**config.mk**
```make
export PLATFORM = sky130hd
export DESIGN_NAME = sub_64_seq
export DESIGN_NICKNAME = d
export VERILOG_FILES = /design/src/rtl/sub_64_seq.sv
export SDC_FILE = /design/constraint.sdc
export NUM_CORES = 1
export LEC_CHECK = 0
export CORE_ASPECT_RATIO = 1.2
export CORE_MARGIN = 8
export CORE_UTILIZATION = 56
export DETAILED_ROUTE_END_ITERATION = 10
export GPL_ROUTABILITY_DRIVEN = 0
export PLACE_DENSITY_LB_ADDON = 0.25
export SYNTH_ARGS = -nofsm -noshare
export SYNTH_HDL_FRONTEND = slang
export SYNTH_SLANG_ARGS = --single-unit
```
**constraint.sdc**
```tcl
create_clock -name clk -period 5.88 [get_ports clk]
set_input_delay 1.176 -clock clk [delete_from_list [all_inputs] [get_ports clk]]
set_output_delay 1.176 -clock clk [all_outputs]
set_load 0.03 [all_outputs]
```
**src/rtl/sub_64_seq.sv**
```systemverilog
// Sequential N-bit subtractor: a - b computed as a + ~b + 1, one CHUNK-bit slice per clock.
// Define SUB64_CC_EN to build the zf/sf/of condition-code flags; otherwise they read as 0.
module sub_64_seq #(
  parameter int N     = 64,
  parameter int CHUNK = 8
) (
  input  logic         clk,
  input  logic         rst,
  input  logic         start,
  input  logic [N-1:0] a,
  input  logic [N-1:0] b,
  output logic         busy,
  output logic         done,
  output logic [N-1:0] out,
  output logic         cout,
  output logic         zf,
  output logic         sf,
  output logic         of
);

  localparam int NS = N / CHUNK;
  localparam int CW = (NS > 1) ? $clog2(NS) : 1;

  typedef enum logic {IDLE, RUN} state_t;

  state_t         state_q, state_d;
  logic [N-1:0]   a_q, a_d;
  logic [N-1:0]   b_q, b_d;
  logic [N-1:0]   acc_q, acc_d;
  logic [N-1:0]   out_q, out_d;
  logic [CW-1:0]  cnt_q, cnt_d;
  logic           carry_q, carry_d;
  logic           cout_q, cout_d;
  logic           done_q, done_d;
  logic           fin;
  int             shamt;
  logic [CHUNK-1:0] a_sl, b_sl;
  logic [CHUNK:0]   sum;

  always_comb begin
    state_d = state_q;
    a_d     = a_q;
    b_d     = b_q;
    acc_d   = acc_q;
    out_d   = out_q;
    cnt_d   = cnt_q;
    carry_d = carry_q;
    cout_d  = cout_q;
    done_d  = 1'b0;
    fin     = 1'b0;
    shamt   = int'(cnt_q) * CHUNK;
    a_sl    = CHUNK'(a_q >> shamt);
    b_sl    = CHUNK'(b_q >> shamt);
    sum     = {1'b0, a_sl} + {1'b0, b_sl} + (CHUNK+1)'(carry_q);

    case (state_q)
      IDLE: begin
        if (start) begin
          a_d     = a;
          b_d     = ~b;
          carry_d = 1'b1;
          cnt_d   = '0;
          acc_d   = '0;
          state_d = RUN;
        end
      end
      RUN: begin
        // Accumulator is cleared on accept, so OR-ing in each slice is a write.
        acc_d   = acc_q | (N'(sum[CHUNK-1:0]) << shamt);
        carry_d = sum[CHUNK];
        cnt_d   = cnt_q + 1'b1;
        if (cnt_q == CW'(NS - 1)) begin
          fin     = 1'b1;
          out_d   = acc_d;
          cout_d  = sum[CHUNK];
          done_d  = 1'b1;
          cnt_d   = '0;
          state_d = IDLE;
        end
      end
      default: state_d = IDLE;
    endcase
  end

  always_ff @(posedge clk) begin
    if (rst) begin
      state_q <= IDLE;
      a_q     <= '0;
      b_q     <= '0;
      acc_q   <= '0;
      out_q   <= '0;
      cnt_q   <= '0;
      carry_q <= 1'b0;
      cout_q  <= 1'b0;
      done_q  <= 1'b0;
    end else begin
      state_q <= state_d;
      a_q     <= a_d;
      b_q     <= b_d;
      acc_q   <= acc_d;
      out_q   <= out_d;
      cnt_q   <= cnt_d;
      carry_q <= carry_d;
      cout_q  <= cout_d;
      done_q  <= done_d;
    end
  end

  assign busy = (state_q == RUN);
  assign done = done_q;
  assign out  = out_q;
  assign cout = cout_q;

`ifdef SUB64_CC_EN
  logic zf_q, zf_d, sf_q, sf_d, of_q, of_d;

  // b_q holds ~b, so equal top bits of a_q and b_q mean the original signs differed.
  always_comb begin
    zf_d = zf_q;
    sf_d = sf_q;
    of_d = of_q;
    if (fin) begin
      zf_d = (acc_d == '0);
      sf_d = acc_d[N-1];
      of_d = (a_q[N-1] == b_q[N-1]) && (acc_d[N-1] != a_q[N-1]);
    end
  end

  always_ff @(posedge clk) begin
    if (rst) begin
      zf_q <= 1'b0;
      sf_q <= 1'b0;
      of_q <= 1'b0;
    end else begin
      zf_q <= zf_d;
      sf_q <= sf_d;
      of_q <= of_d;
    end
  end

  assign zf = zf_q;
  assign sf = sf_q;
  assign of = of_q;
`else
  assign zf = 1'b0;
  assign sf = 1'b0;
  assign of = 1'b0;
`endif

endmodule

```
==> flow_summary.json <==
{
  "outcome": "completed",
  "synth_area_leaders": "dfxtp_1 (52%), mux4_2 (7.1%), nand2_1 (6.7%)",
  "placed_area_sq_mm": 0.0122,
  "fin_crit_ns": 4.00,
  "die_area_sq_mm": 0.0228,
  "place.detailed.hpwl_mm": 18.2,
  "r2r_start": "cnt_q[0]",
  "hold_viol_final": 0,
  "met2_usage_pct": 39.5,
  "route.vias.total": 8321,
  "hp-class": "flop to flop",
  "yosys_warnings": 0,
  "fillers": 1343,
  "grtUsageTotal_pct": 22.5,
  "clk_pin_slew_ns": 0.06,
  "gr-usage-met3_pct": 4.65,
  "combPwrFrac_pct": 11.0,
  "timing.critical_path.buf_inv": 2,
  "slew_violations": 0,
  "critPathCaptureType": "flop",
  "setup-violations-final": 0,
  "seq_power_share_pct": 48.0,
  "die_h_um": 164,
  "grt_start_max_net_pins": 130,
  "layout-drive-gt1-share_pct": 9.02,
  "critPathKind": "flop to flop",
  "startpoint_type": "flop",
  "routed_wirelength_mm": 26.1,
  "clk_latency_ns": 0.52,
  "clock_sinks": 263,
  "numCtsBuffers": 24,
  "areaGrowthSynthToFinish_pct": 27.5,
  "core-area_sq_mm": 0.0180,
  "portBuffers": 197,
  "clock_path_buffers": 3,
  "stdcell_area_sq_mm": 0.0130,
  "power.total_w": 0.00394,
  "avgRoutedWirePerCell_um": 17.8,
  "synth_cells": 1080,
  "antenna_found_initial": 0,
  "p_sw_share_pct": 23.5,
  "cts_setup_buffers": 0,
  "crit_arrival_ns": 4.37,
  "antenna_left": 0,
  "rsz0062_at_grt": "false",
  "yosysTopAreaCell": "dfxtp_1",
  "ys_seq_elements": 263,
  "p_clk_share_pct": 40.9,
  "cts_tree": "yes",
  "final_nets": 1366,
  "async_reset_ff_share_pct": 0,
  "h-tree-depth": 1,
  "overflow": 0,
  "cp_top_family": "multiplexers",
  "tightest_slew_ns": 1.16,
  "slew_headroom_pct": 22.3,
  "p_leak_nw": 4.71,
  "cts_hold_buf": 0,
  "p_int_w": 0.00301,
  "ios": 201,
  "grtUsageMet1_pct": 27.2,
  "initial_core_util_pct": 56.6,
  "crit_path_top_delay_cell": "dfxtp_2",
  "switchingPower_w": 0.000926,
  "fmax_ghz": 0.250,
  "drt_iter0_drc": 717,
  "synth_cell_type_count": 47,
  "cellPowerDensity_mw_per_mm2": 303,
  "grt_pass1_wl_mm": 42.1,
  "crit_path_start": "cnt_q[0]",
  "grt_busiest_layer": "met2",
  "crit_chain": "buf_4, mux4_2, mux2_2, fa_1, inv_1, fa_1, nand2b_1, nand2_1, a21oi_1, xor2_1, o21ai_0",
  "cts_resized": 0,
  "cp_slowest_stage_delay_ns": 0.71,
  "drtPass1Iterations": 5,
  "utilization_pct": 72.1,
  "hold_start": "out[45]",
  "antenna_cells": 0,
  "timing.hold.ws_ns": 0.451,
  "worstPathRequired_ns": 6.25,
  "netlist_area_sq_mm": 0.0102,
  "die_w_um": 139,
  "synth_edf_count": 0,
  "cts-root-buf": "clkbuf_16",
  "critPathMaxFanout": 21,
  "skew_ns": 0.0240,
  "synth_top_area_share_pct": 51.6,
  "avgSynthCellArea_sq_um": 9.45,
  "maxCapViolCount": 0,
  "cp_common_cell": "fa_1",
  "drc": 0,
  "row_count": 54,
  "finalCritPeriodShare_pct": 68.0,
  "fin_setup_tns_ns": 0,
  "synth-main-ff-cell": "dfxtp_1",
  "viasPerCell": 5.68,
  "yosysSeqAreaShare_pct": 51.6,
  "grt_pass1_vias": 8175,
  "ir_drop_v": 0.000202
}
metrics by stage:
step	std cells	setup WS, ns
2_1_floorplan	1082	2.52
3_3_place_gp	1422	1.90
3_5_place_dp	1422	1.85
4_1_cts	1465	1.85
5_1_grt	1465	1.54
6_report	1465	1.88
path summary, 6_finish.rpt:
kind                   to  cells after the start  slack (ns)
setup / recovery  out[44]                     11        1.88
hold / removal    out[45]                      2        0.45
setup reg to reg  out[44]                     11        1.88
hold reg to reg   out[45]                      2        0.45
final cells by class:
cell class	instances	area, sq um	share of cell area, %
flip-flops and latches	263	5270	40.5
clock buffers	38	754	5.80
multi-input cells	721	4560	35.0
inverters	7	26.3	0.202
clock inverters	5	80.1	0.615
repair buffers	207	2040	15.7
well taps	224	280	2.15
cells in the mapped netlist (2+ instances only):
cell / number
mux4_2: 32
inv_1: 6
nor3b_2: 3
a22o_1: 40
nand2_1: 183
buf_1: 8
a21oi_1: 136
clkbuf_1: 60
buf_2: 18
buf_4: 4
fa_1: 2
nor2b_1: 3
a211oi_1: 64
nand2b_1: 3
ha_1: 9
o21ai_0: 68
a22oi_1: 24
a21o_1: 4
nor2_1: 95
dfxtp_1: 263
mux2i_1: 2
nor3_1: 2
and3_1: 9
mux2_2: 14
and2_1: 2
nor3b_1: 3
xnor2_1: 3
worst register-to-register path: cells and delay by family (launching register included):
kind / cells / cell delay, ns
buffers and inverters: 2 / 0.47
adder cells (fa/ha/maj): 2 / 0.64
multiplexers: 2 / 0.81
AO/OA/AOI/OAI: 2 / 0.45
flip-flops: 1 / 0.71
AND/OR/NAND/NOR: 2 / 0.20
XOR/XNOR: 1 / 0.59
layer usage:
layer	part of all wire (%)	wire [um]
met3	6.2	1610
met2	51	13300
met4	2.1	558
met1	41	10700
met5	0	0
kinds of logic (layout without fill, tap and decap cells):
logic type,Yosys count,after routing,share of synthesized area [%]
simple gates,311,311,12.5
compound gates,343,343,21.0
xor+xnor,5,5,0.503
mux,48,48,8.80
flops,263,263,51.6
other cells,1,3,0.0367
buf+inv,98,257,4.05
fa+ha+maj,11,11,1.50
state kept, by name (all words and copies together) (netlist names):
register,cells
acc_q,64
done,1
cnt_q,3
out,64
busy,1
a_q,64
b_q,64
cout,1
carry_q,1
placed cells by master (no fill, tap or decap), types with 3 or more instances in the layout:
| master | count |
|---|---|
| and3_1 | 9 |
| ha_1 | 9 |
| conb_1 | 3 |
| mux4_2 | 32 |
| a211oi_1 | 64 |
| a21oi_1 | 135 |
| nor3b_2 | 3 |
| nor2_1 | 94 |
| mux2_2 | 14 |
| nor3b_1 | 3 |
| clkbuf_8 | 8 |
| a21o_1 | 4 |
| a22o_1 | 40 |
| xnor2_1 | 3 |
| clkdlybuf4s50_1 | 196 |
| dfxtp_1 | 261 |
| clkbuf_1 | 5 |
| clkbuf_16 | 25 |
| inv_1 | 6 |
| o21ai_0 | 68 |
| a22oi_1 | 24 |
| buf_4 | 11 |
| nand2_1 | 183 |
power by group through the flow:
stage | registers [W] | logic, W | clock network, W
after global routing | 0.00190 | 0.000474 | 0.00172
final | 0.00189 | 0.000434 | 0.00161
after CTS | 0.00189 | 0.000435 | 0.00163
after global placement | 0.00193 | 0.000427 | 0
after floorplan | 0.00191 | 0.000280 | 0
after detailed placement | 0.00193 | 0.000432 | 0
No activity file was read; power rests on OpenSTA's default activity.
